[config.mk]
export PLATFORM = sky130hd
export DESIGN_NAME = branch_redirect_ctrl
export DESIGN_NICKNAME = d
export VERILOG_FILES = /design/src/rtl/branch_pkg.sv /design/src/rtl/pred_track_fifo.sv /design/src/rtl/branch_redirect_ctrl.sv
export SDC_FILE = /design/constraint.sdc
export NUM_CORES = 1
export LEC_CHECK = 0
export ABC_AREA = 1
export CAP_MARGIN = 20
export CORE_ASPECT_RATIO = 0.8
export CORE_MARGIN = 10
export CORE_UTILIZATION = 50
export DETAILED_ROUTE_END_ITERATION = 7
export GPL_TIMING_DRIVEN = 0
export PLACE_DENSITY = 0.74
export SYNTH_ARGS = -nofsm -noshare
export SYNTH_HDL_FRONTEND = slang
export SYNTH_SLANG_ARGS = --single-unit
export TNS_END_PERCENT = 10
[constraint.sdc]
create_clock -name clk -period 8.65 [get_ports clk]
set_clock_uncertainty 0.15 [all_clocks]
set_input_delay 1.73 -clock clk [delete_from_list [all_inputs] [get_ports clk]]
set_output_delay 1.73 -clock clk [all_outputs]
set_load 0.02 [all_outputs]
[src/rtl/branch_pkg.sv]
// Shared types and constants for the branch redirect controller and its tracking queue.
package branch_pkg;

  localparam int unsigned INST_BYTES = 4;

  typedef enum logic {
    RUN   = 1'b0,
    FLUSH = 1'b1
  } ctrl_state_e;

  typedef struct packed {
    logic [31:0] pc;
    logic        pred_taken;
    logic [31:0] pred_addr;
  } track_entry_t;

  function automatic logic [31:0] next_seq_pc(input logic [31:0] pc);
    return pc + 32'(INST_BYTES);
  endfunction

endpackage

[src/rtl/pred_track_fifo.sv]
// In-order queue of fetch-stage predictions awaiting resolution in execute.
module pred_track_fifo
  import branch_pkg::*;
#(
  parameter int unsigned DEPTH = 4
) (
  input  logic         clk,
  input  logic         rst_n,
  input  logic         clr_i,
  input  logic         push_i,
  input  track_entry_t wdata_i,
  input  logic         pop_i,
  output track_entry_t head_o,
  output logic         full_o,
  output logic         empty_o
);

  localparam int unsigned PW = (DEPTH > 1) ? $clog2(DEPTH) : 1;

  track_entry_t    mem_q [DEPTH];
  logic [PW-1:0]   wptr_q, wptr_d;
  logic [PW-1:0]   rptr_q, rptr_d;
  logic [PW:0]     count_q, count_d;
  logic            do_push, do_pop;

  assign full_o  = (count_q == (PW+1)'(DEPTH));
  assign empty_o = (count_q == '0);
  assign head_o  = mem_q[rptr_q];

  // A push into a full queue is only legal when a pop frees the head slot in the same cycle.
  assign do_push = push_i & ~clr_i & (~full_o | pop_i);
  assign do_pop  = pop_i  & ~clr_i & ~empty_o;

  always_comb begin
    wptr_d  = wptr_q;
    rptr_d  = rptr_q;
    count_d = count_q;
    if (clr_i) begin
      wptr_d  = '0;
      rptr_d  = '0;
      count_d = '0;
    end else begin
      if (do_push) wptr_d = wptr_q + 1'b1;
      if (do_pop)  rptr_d = rptr_q + 1'b1;
      case ({do_push, do_pop})
        2'b10:   count_d = count_q + 1'b1;
        2'b01:   count_d = count_q - 1'b1;
        default: count_d = count_q;
      endcase
    end
  end

  always_ff @(posedge clk or negedge rst_n) begin
    if (!rst_n) begin
      wptr_q  <= '0;
      rptr_q  <= '0;
      count_q <= '0;
    end else begin
      wptr_q  <= wptr_d;
      rptr_q  <= rptr_d;
      count_q <= count_d;
    end
  end

  always_ff @(posedge clk) begin
    if (do_push) mem_q[wptr_q] <= wdata_i;
  end

endmodule

[src/rtl/branch_redirect_ctrl.sv]
// Tracks fetch predictions, checks them at execute, and drives redirect/flush and predictor updates.
module branch_redirect_ctrl
  import branch_pkg::*;
#(
  parameter int unsigned DEPTH = 4
) (
  input  logic        clk,
  input  logic        rst_n,
  input  logic        f_fire,
  input  logic [31:0] f_pc,
  input  logic        f_predict_valid,
  input  logic [31:0] f_predict_addr,
  input  logic        x_valid,
  input  logic        x_is_branch,
  input  logic        x_taken,
  input  logic [31:0] x_target,
  output logic        f_stall,
  output logic        redirect_valid,
  output logic [31:0] redirect_pc,
  output logic        flush,
  output logic        upd_valid,
  output logic [31:0] upd_pc,
  output logic [31:0] upd_target,
  output logic        upd_taken,
  output logic [31:0] br_count,
  output logic [31:0] mp_count,
  output logic        q_err
);

  ctrl_state_e  state_q;
  track_entry_t head;
  track_entry_t fetch_entry;
  logic         in_run, q_full, q_empty;
  logic         pop_req, pop, pop_err, push;
  logic         br_taken, mispredict, need_upd;

  logic         redirect_valid_q, flush_q, upd_valid_q, upd_taken_q;
  logic         q_err_q, q_err_d;
  logic [31:0]  redirect_pc_q, redirect_pc_d;
  logic [31:0]  upd_pc_q, upd_target_q;
  logic [31:0]  br_count_q, br_count_d;
  logic [31:0]  mp_count_q, mp_count_d;

  assign in_run  = (state_q == RUN);
  assign pop_req = x_valid & in_run;
  assign pop     = pop_req & ~q_empty;
  assign pop_err = pop_req & q_empty;
  assign f_stall = q_full & ~pop;
  assign push    = f_fire & ~f_stall & in_run;

  assign fetch_entry.pc         = f_pc;
  assign fetch_entry.pred_taken = f_predict_valid;
  assign fetch_entry.pred_addr  = f_predict_addr;

  assign br_taken   = x_is_branch & x_taken;
  assign mispredict = pop & ((head.pred_taken != br_taken) |
                             (head.pred_taken & x_taken & (head.pred_addr != x_target)));
  // Non-branches that hit in the predictor are aliases and must be invalidated too.
  assign need_upd   = pop & (x_is_branch | head.pred_taken);

  pred_track_fifo #(
    .DEPTH (DEPTH)
  ) u_fifo (
    .clk     (clk),
    .rst_n   (rst_n),
    .clr_i   (mispredict),
    .push_i  (push),
    .wdata_i (fetch_entry),
    .pop_i   (pop),
    .head_o  (head),
    .full_o  (q_full),
    .empty_o (q_empty)
  );

  always_comb begin
    redirect_pc_d = br_taken ? x_target : next_seq_pc(head.pc);
    br_count_d    = br_count_q + ((pop & x_is_branch) ? 32'd1 : 32'd0);
    mp_count_d    = mp_count_q + (mispredict ? 32'd1 : 32'd0);
    q_err_d       = q_err_q | pop_err;
  end

  always_ff @(posedge clk or negedge rst_n) begin
    if (!rst_n) begin
      state_q          <= RUN;
      redirect_valid_q <= 1'b0;
      flush_q          <= 1'b0;
      upd_valid_q      <= 1'b0;
      upd_taken_q      <= 1'b0;
      redirect_pc_q    <= '0;
      upd_pc_q         <= '0;
      upd_target_q     <= '0;
      br_count_q       <= '0;
      mp_count_q       <= '0;
      q_err_q          <= 1'b0;
    end else begin
      redirect_valid_q <= 1'b0;
      flush_q          <= 1'b0;
      upd_valid_q      <= 1'b0;
      br_count_q       <= br_count_d;
      mp_count_q       <= mp_count_d;
      q_err_q          <= q_err_d;
      case (state_q)
        RUN: begin
          if (need_upd) begin
            upd_valid_q  <= 1'b1;
            upd_pc_q     <= head.pc;
            upd_target_q <= x_target;
            upd_taken_q  <= br_taken;
          end
          if (mispredict) begin
            state_q          <= FLUSH;
            redirect_valid_q <= 1'b1;
            flush_q          <= 1'b1;
            redirect_pc_q    <= redirect_pc_d;
          end
        end
        FLUSH: begin
          state_q <= RUN;
        end
        default: begin
          state_q <= RUN;
        end
      endcase
    end
  end

  assign redirect_valid = redirect_valid_q;
  assign redirect_pc    = redirect_pc_q;
  assign flush          = flush_q;
  assign upd_valid      = upd_valid_q;
  assign upd_pc         = upd_pc_q;
  assign upd_target     = upd_target_q;
  assign upd_taken      = upd_taken_q;
  assign br_count       = br_count_q;
  assign mp_count       = mp_count_q;
  assign q_err          = q_err_q;

endmodule

==> impl_metrics.toml <==
[placement]
place_hpwl_mm = 42.7
routabilityCongestion = 0.922
io_buffers = 268
place_ws_ps = 2320

[drt]
postRouteAntennaNets = 0
routed_wl_mm = 58.1
vias_per_cell = 5.54
route.detailed.drc = 0
drt-pass1-iter-count = 6
vias = 14766
dr.first_iter.drc_count = 1762
wl_per_cell_microns = 21.8

[layout]
nets = 2250
regArea_sq_um = 12100
nFillCells = 2917
area_growth_pct = 26.8
drive_gt1_share_pct = 8.33
multi_input_area_sq_um = 5740

[sta]
setup_viol = 0
hold_viol = 0
tightest_slew_ps = 921
max_slew_margin_pct = 38.4
slew_viol_final = 0
setup_tns_ps = 0
period_share_pct = 67.4
max_freq_mhz = 172
layout_setup_ws_ps = 2820
rsz0062_at_grt = "false"
fin_crit_ps = 5830

[clocking]
root_buffer = "clkbuf_16"
cts_hold_buf = 0
htreeDepth = 2
numCtsBuffers = 44
path_clk_slew_ps = 60
cts_resized = 0
post_cts_buffers = 0
clk_path_buf_depth = 3
cts_sinks = 431
cts_tree = "built"
clkLatencyLatePin_ps = 570

[setup_path]
worst-setup-path-type = "input pin to flop"
startpoint = "x_target[28]"
r2r_start = "u_fifo.rptr_q[1]"
critical_path_arrival_ps = 6150
required_ps = 8970
start_kind = "input pin"
worstPathMaxFanout = 10
crit_path_end_kind = "flop"

[power]
p_seq_share_pct = 35.2
leakage_nw = 10.0
p_clk_share_pct = 23.2
vdd_drop_max_v = 0.000207
combPwrFrac_pct = 41.6
sw_frac_of_total_pct = 39.9
switching_power_w = 0.00339
p_total_w = 0.00849
power_density_nw_per_um2 = 355
p_int_w = 0.00510

[hold_path]
hold_path_class = "flop to flop"
hold_start = "br_count[31]"

[logic_synthesis]
synth.net_count = 1927
async_flop_share_pct = 39.7
yosysWarnings = 0
ys.flop_type = "edfxtp_1"
ys_seq_elements = 431
ys_top_cells_by_count = "nand2_1, edfxtp_1, nand3_1"
synth_top_area_share_pct = 41.4
ys_seq_area_share_pct = 64.1
syn_area_sq_um = 18800
yosysMostFrequentCell = "nand2_1"
synth_edf_count = 260
ys_types = 45
synth_cells = 1814
synthTopCellsByArea = "edfxtp_1, dfrtp_1, nand2_1"
syn_avg_cell_area_sq_um = 10.4
yosysTopAreaCell = "edfxtp_1"

[grt]
first_global_vias = 14277
antenna_found_initial = 6
grt_max_degree = 96
overflow = 0
grt_pass1_wl_mm = 87.2
grt_util_all_layers_pct = 24.5

[die]
core_area_sq_um = 37100
die_h_microns = 194
io_pins = 269
die-width_microns = 237
rows = 63
dieArea_sq_um = 45900
floorplan.initialDensity_pct = 50.8

[job]
cap_violations = 0

[run_status]
status = "completed"
per-layer routing:
metal	routed length, microns	up-vias	part of all wire [%]	GRT usage [%]
li1	-	6722	-	-
met1	23900	7146	41	33.8
met2	25700	772	44	37.1
met3	6710	118	12	6.64
met4	1730	8	3.0	7.74
met5	51	-	0.088	0
cell usage in the layout, fill, tap and decap left out, drive strengths merged, types with 11 or more instances in the layout:
cell	n
clkbuf	83
nor3	27
clkdlybuf4s50	267
o21ai	114
xor2	54
nand2	584
a32oi	16
xnor2	14
dfrtp	171
a21oi	28
clkinv	11
nand4	24
nor2	88
nand3	185
inv	142
edfxtp	260
buf	62
cells by family after synthesis:
logic type / Yosys count / synth area share, %
and+or+nand+nor: 922 / 20.9
xor gates and xnor gates: 68 / 3.16
AOI/OAI and AO/OA: 173 / 5.52
DFF: 431 / 64.1
adders and majority gates: 10 / 0.704
buffers and inverters: 210 / 5.56
worst max-delay path: stages:
cell	delay, ps
clkdlybuf4s50_1	680
inv_1	140
nand2_1	100
nand2_1	70
nand2_1	140
nor2_1	70
nand2_1	60
nor2_1	60
nand3_1	110
nand2_2	90
nor2_4	240
buf_2	370
ha_1	260
ha_1	190
nand3_1	110
nor3_1	340
inv_1	70
nor2_1	230
nand2_1	130
nor2_1	220
nand3_1	150
inv_1	100
nand2_1	100
nor3_1	220
xor2_1	160
sequential cells by signal, summed over array words and instances (netlist names):
register,cells
flush,1
upd_target,32
mp_count,32
u_fifo.wptr_q,2
u_fifo.mem_q,260
br_count,32
upd_valid,1
upd_taken,1
redirect_pc,32
q_err,1
u_fifo.count_q,3
upd_pc,32
u_fifo.rptr_q,2
per-stage QoR:
step | instance area (sq um) | cells | utilization, % | hold slack [ps]
detailed placement | 22400 | 2578 | 60.2 | 311
floorplan | 18800 | 1814 | - | 350
CTS | 23900 | 2660 | 64.3 | 326
global placement | 22100 | 2569 | 59.6 | 310
finish | 23900 | 2664 | 64.4 | 323
global route | 23900 | 2661 | 64.3 | 352
final timing paths:
path / to / slack (ps) / cells after the start
max: mp_count[30] / 2820 / 25
min: br_count[31] / 320 / 1
max reg2reg: mp_count[30] / 3490 / 26
min reg2reg: br_count[31] / 320 / 1
max in group asynchronous: redirect_pc[11] / 6430 / 2
min in group asynchronous: upd_target[8] / 1010 / 1
layout make-up:
class / instances / area share (%)
Tap cell: 487 / 2.55
Sequential cell: 431 / 50.6
Timing Repair Buffer: 277 / 12.0
Buffer: 69 / 2.13
Clock buffer: 66 / 5.72
Multi-Input combinational cell: 1173 / 24.0
Clock inverter: 16 / 0.665
Inverter: 141 / 2.25
Antenna cell: 4 / 0.0419
power by group through the flow:
| stage | Combinational [W] | Clock (W) | Sequential, W |
|---|---|---|---|
| after floorplan | 0.00174 | 0 | 0.00325 |
| after global placement | 0.00337 | 0 | 0.00306 |
| after detailed placement | 0.00349 | 0 | 0.00302 |
| after CTS | 0.00351 | 0.00199 | 0.00298 |
| after global routing | 0.00382 | 0.00207 | 0.00302 |
| final | 0.00353 | 0.00197 | 0.00299 |
(Power assumes the default switching activity.)
==> patch 1, RTL diff (same flow settings) <==
`DEPTH` is set to 4 in 2 places; all go to 2.
--- a/src/rtl/pred_track_fifo.sv
+++ b/src/rtl/pred_track_fifo.sv
@@ -3,5 +3,5 @@
   import branch_pkg::*;
 #(
-  parameter int unsigned DEPTH = 4
+  parameter int unsigned DEPTH = 2
 ) (
   input  logic         clk,
--- a/src/rtl/branch_redirect_ctrl.sv
+++ b/src/rtl/branch_redirect_ctrl.sv
@@ -3,5 +3,5 @@
   import branch_pkg::*;
 #(
-  parameter int unsigned DEPTH = 4
+  parameter int unsigned DEPTH = 2
 ) (
   input  logic        clk,
Behaviour: not the same (a bounded check fails within 4 cycles, from zero or initial values and one cycle with rst_n low).
==> patch 1 against the unedited design <==
  * Largest cell class unchanged
  * Worst hold slack improved by 0.010 ns
  * Wire length fell by 29%
  * Synthesized area fell by 29%
  * Cell area fell by 26%
  * Die area fell by 26%
  * Largest power group unchanged
  * Clock power fell by 35%
  * Total power fell by 33%
  * Sequential cell count fell by 133
  * Worst setup slack improved by 0.19 ns
==> patch 1: results (changes against the unedited design) <==
[placement]
gp_congestion = 0.888  ; -3.7%
dp_hpwl_mm = 31.5  ; -26%
place_area_mm2 = 0.0167  ; -25%

[yosys]
synth_nets = 1525  ; -21%
synthArstFlopShare_pct = 56.4  ; +17 points
yosysSeqAreaShare_pct = 60.4  ; -3.8 points

[global_routing]
grt_pass1_wl_mm = 63.4  ; -27%
met1_usage_pct = 31.7  ; -2.2 points
grt_use_met2_pct = 37.6  ; +0.57 points
grt_max_degree = 103  ; +7.3%
grt_util_met3_pct = 6.42  ; -0.22 points
grt_pass1_vias = 10921  ; -24%

[power]
leakage_nw = 7.90  ; -21%
peakVddDrop_v = 0.000215  ; +4.1%

[hold_path]
worstHoldStart = redirect_pc[24]

[final_layout]
seq_area_mm2 = 0.00811  ; -33%
diodes = 0  ; -4
clk_share_pct = 5.55  ; -0.84 points

[critical_path]
rrSetupSlack_ns = 4.18  ; +0.69 ns
arrival_ns = 5.99  ; -0.16 ns

[cts]
cts_buffers = 31  ; -30%
clock_sinks = 298  ; -31%
h-tree-depth = 1  ; -1

[outcome]
outcome = completed

[route]
via_per_inst = 5.18  ; -6.5%

-- patch 1: cell types whose count changed after synthesis, sizes merged, moves of 8 or more --
cell    before  now
nor3        27   19
or2          0    8
nand2      584  456
xnor2       14   24
nor2        88  102
edfxtp     260  130
a21oi       28   10
buf         52   26
a32oi       16    0
nand4       24   11
and2        10    2
inv        139  153
nand3      185   85
-- patch 1: how the worst max path moves through the flow --
stage,endpoint,slack [ns],from,depth (start not counted)
after detailed placement,mp_count[28],2.45,x_is_branch,27
final,mp_count[28],3.01,x_is_branch,27
after CTS,mp_count[28],3.02,x_is_branch,27
after global placement,upd_target[5],-1.33,rst_n,1
after global routing,mp_count[28],2.67,x_is_branch,27
after floorplan,u_fifo.mem_q[1][0],2.55,x_taken,13
-- patch 1: cells by family after synthesis --
group	share of synthesized area, %
flops	60.4
xor+xnor	5.15
compound gates	5.74
fa+ha+maj	0.466
simple gates	21.9
buf+inv	6.33
==> patch 2, RTL diff (config.mk and constraints unchanged) <==
Without the edit above. Add an input register stage for `x_target`; this delays it by one clock. The other inputs are not delayed to match.
--- a/src/rtl/branch_redirect_ctrl.sv
+++ b/src/rtl/branch_redirect_ctrl.sv
@@ -28,4 +28,10 @@
 );
 
+  logic [31:0] x_target_q;
+
+  always_ff @(posedge clk) begin
+    x_target_q <= x_target;
+  end
+
   ctrl_state_e  state_q;
   track_entry_t head;
@@ -55,5 +61,5 @@
   assign br_taken   = x_is_branch & x_taken;
   assign mispredict = pop & ((head.pred_taken != br_taken) |
-                             (head.pred_taken & x_taken & (head.pred_addr != x_target)));
+                             (head.pred_taken & x_taken & (head.pred_addr != x_target_q)));
   // Non-branches that hit in the predictor are aliases and must be invalidated too.
   assign need_upd   = pop & (x_is_branch | head.pred_taken);
@@ -74,5 +80,5 @@
 
   always_comb begin
-    redirect_pc_d = br_taken ? x_target : next_seq_pc(head.pc);
+    redirect_pc_d = br_taken ? x_target_q : next_seq_pc(head.pc);
     br_count_d    = br_count_q + ((pop & x_is_branch) ? 32'd1 : 32'd0);
     mp_count_d    = mp_count_q + (mispredict ? 32'd1 : 32'd0);
@@ -105,5 +111,5 @@
             upd_valid_q  <= 1'b1;
             upd_pc_q     <= head.pc;
-            upd_target_q <= x_target;
+            upd_target_q <= x_target_q;
             upd_taken_q  <= br_taken;
           end
Check against the original RTL: not equivalent (Yosys sat finds a counterexample within 4 cycles, from zero or initial values and one cycle with rst_n low).
==> patch 2 against the unedited design <==
  * Core utilization increased by 0.18 points
  * Maximum frequency shrank 0.91%
  * Wire length shrank 2.3%
  * Cell area rose by 0.92%
  * Synthesized area is 1.1% higher
  * Sequential share of layout area is 2.2 points higher
  * Total power about the same
  * Worst setup slack lost 0.054 ns
  * Sequential cell count is 32 higher
  * Cell count fell by 0.41%
  * First-iteration DRC count fell by 18%
  * Largest cell class unchanged
==> patch 2: results (changes against the unedited design) <==
[outcome]
outcome = completed

[yosys]
synth.avg_cell_area_um2 = 10.6  ; +1.7%
yosysUniqueCellTypes = 44  ; -2.2%
synth_commonest_cells = nand2_1, edfxtp_1, nand3_1
synthTopCellsByArea = edfxtp_1, dfrtp_1, nand2_1
synth_top_area_share_pct = 41.0  ; -0.45 points
synthArstFlopShare_pct = 36.9  ; -2.7 points
yosysSeqAreaShare_pct = 66.8  ; +2.7 points

[final_layout]
multi_input_area_share_pct = 23.2  ; -0.79 points
multi_input_cells = 1174  ; +0.085%
fill_cells = 2881  ; -1.2%
clk_share_pct = 6.39  ; about the same
nNonClkInverters = 97  ; -31%
finalNetCount = 2240  ; -0.44%
seqAreaFraction_pct = 52.8  ; +2.2 points
bufAreaShareNonClock_pct = 13.5  ; -0.64 points
clock_buffers = 55  ; -17%
nFlopsAndLatches = 463  ; +7.4%
diodes = 2  ; -2

[route]
wire_per_inst_um = 21.4  ; -1.9%
via_per_inst = 5.48  ; -1.1%
postRouteWirelength_mm = 56.8  ; -2.3%
drtIter0Drc = 1438  ; -18%
dr_wl_met3_mm = 6.40  ; -4.6%
wl_met2_mm = 25.1  ; -2.4%
wl_met1_mm = 23.8  ; -0.47%

[power]
p_comb_w = 0.00332  ; -5.9%
clk-power_w = 0.00205  ; +4%
p_int_w = 0.00518  ; +1.4%
leakage_nw = 10.1  ; +0.62%
p_sw_w = 0.00331  ; -2.2%
peakVddDrop_v = 0.000208  ; +0.92%

[placement]
gp_congestion = 0.941  ; +2.1%
dp_hpwl_mm = 41.2  ; -3.4%
dp.cells = 2567  ; -0.43%
place_area_mm2 = 0.0226  ; +0.93%

[hold_path]
min-delay-path-class = flop to flop
worstHoldStart = br_count[31]

[global_routing]
grt_util_met3_pct = 7.56  ; +0.92 points
grt_max_degree = 89  ; -7.3%
grt_pass1_vias = 14079  ; -1.4%
grt_pass1_wl_mm = 85.3  ; -2.2%
met1_usage_pct = 32.7  ; -1.1 points
track_usage_pct = 24.0  ; -0.58 points

[critical_path]
worst_path_max_delay_cell = a21oi_1
arrival_ns = 6.18  ; +0.03 ns
r2r-end = mp_count[28]
slowest_delay_ns = 0.68  ; about the same

[die]
coreArea_mm2 = 0.0374  ; +0.64%

[cts]
cts_setup_buffers = 0  ; unchanged
cts_buffers = 45  ; +2.3%
clk_path_buf_depth = 3  ; unchanged

[sta]
worstMarginPinSlew_ns = 1.03  ; +0.104 ns
whs_ns = 0.332  ; +0.00909 ns

==> patch 2: cell types whose count changed in the layout (fill, tap and decap cells not counted), sizes merged, moves of 11 or more <==
cell,change
a32oi,-14
clkbuf,-11
dfxtp,+32
inv,-42
nor2,+32
xor2,+19
==> patch 2: worst max-delay path by stage <==
| stage | startpoint | to | slack, ns | cells after the start |
|---|---|---|---|---|
| finish | x_valid | mp_count[28] | 2.77 | 18 |
| global route | x_valid | mp_count[28] | 2.40 | 18 |
| CTS | x_valid | mp_count[28] | 2.85 | 18 |
| detailed placement | x_valid | mp_count[28] | 2.29 | 18 |
| global placement | rst_n | upd_pc[23] | -1.70 | 1 |
| floorplan | x_taken | u_fifo.mem_q[0][0] | 2.48 | 10 |
==> patch 2: kinds of logic after synthesis <==
logic type,synth area share (%)
XOR/XNOR,4.05
AO/OA/AOI/OAI,4.34
flip-flops,66.8
AND/OR/NAND/NOR,20.2
buffers and inverters,3.95
adder cells (fa/ha/maj),0.696
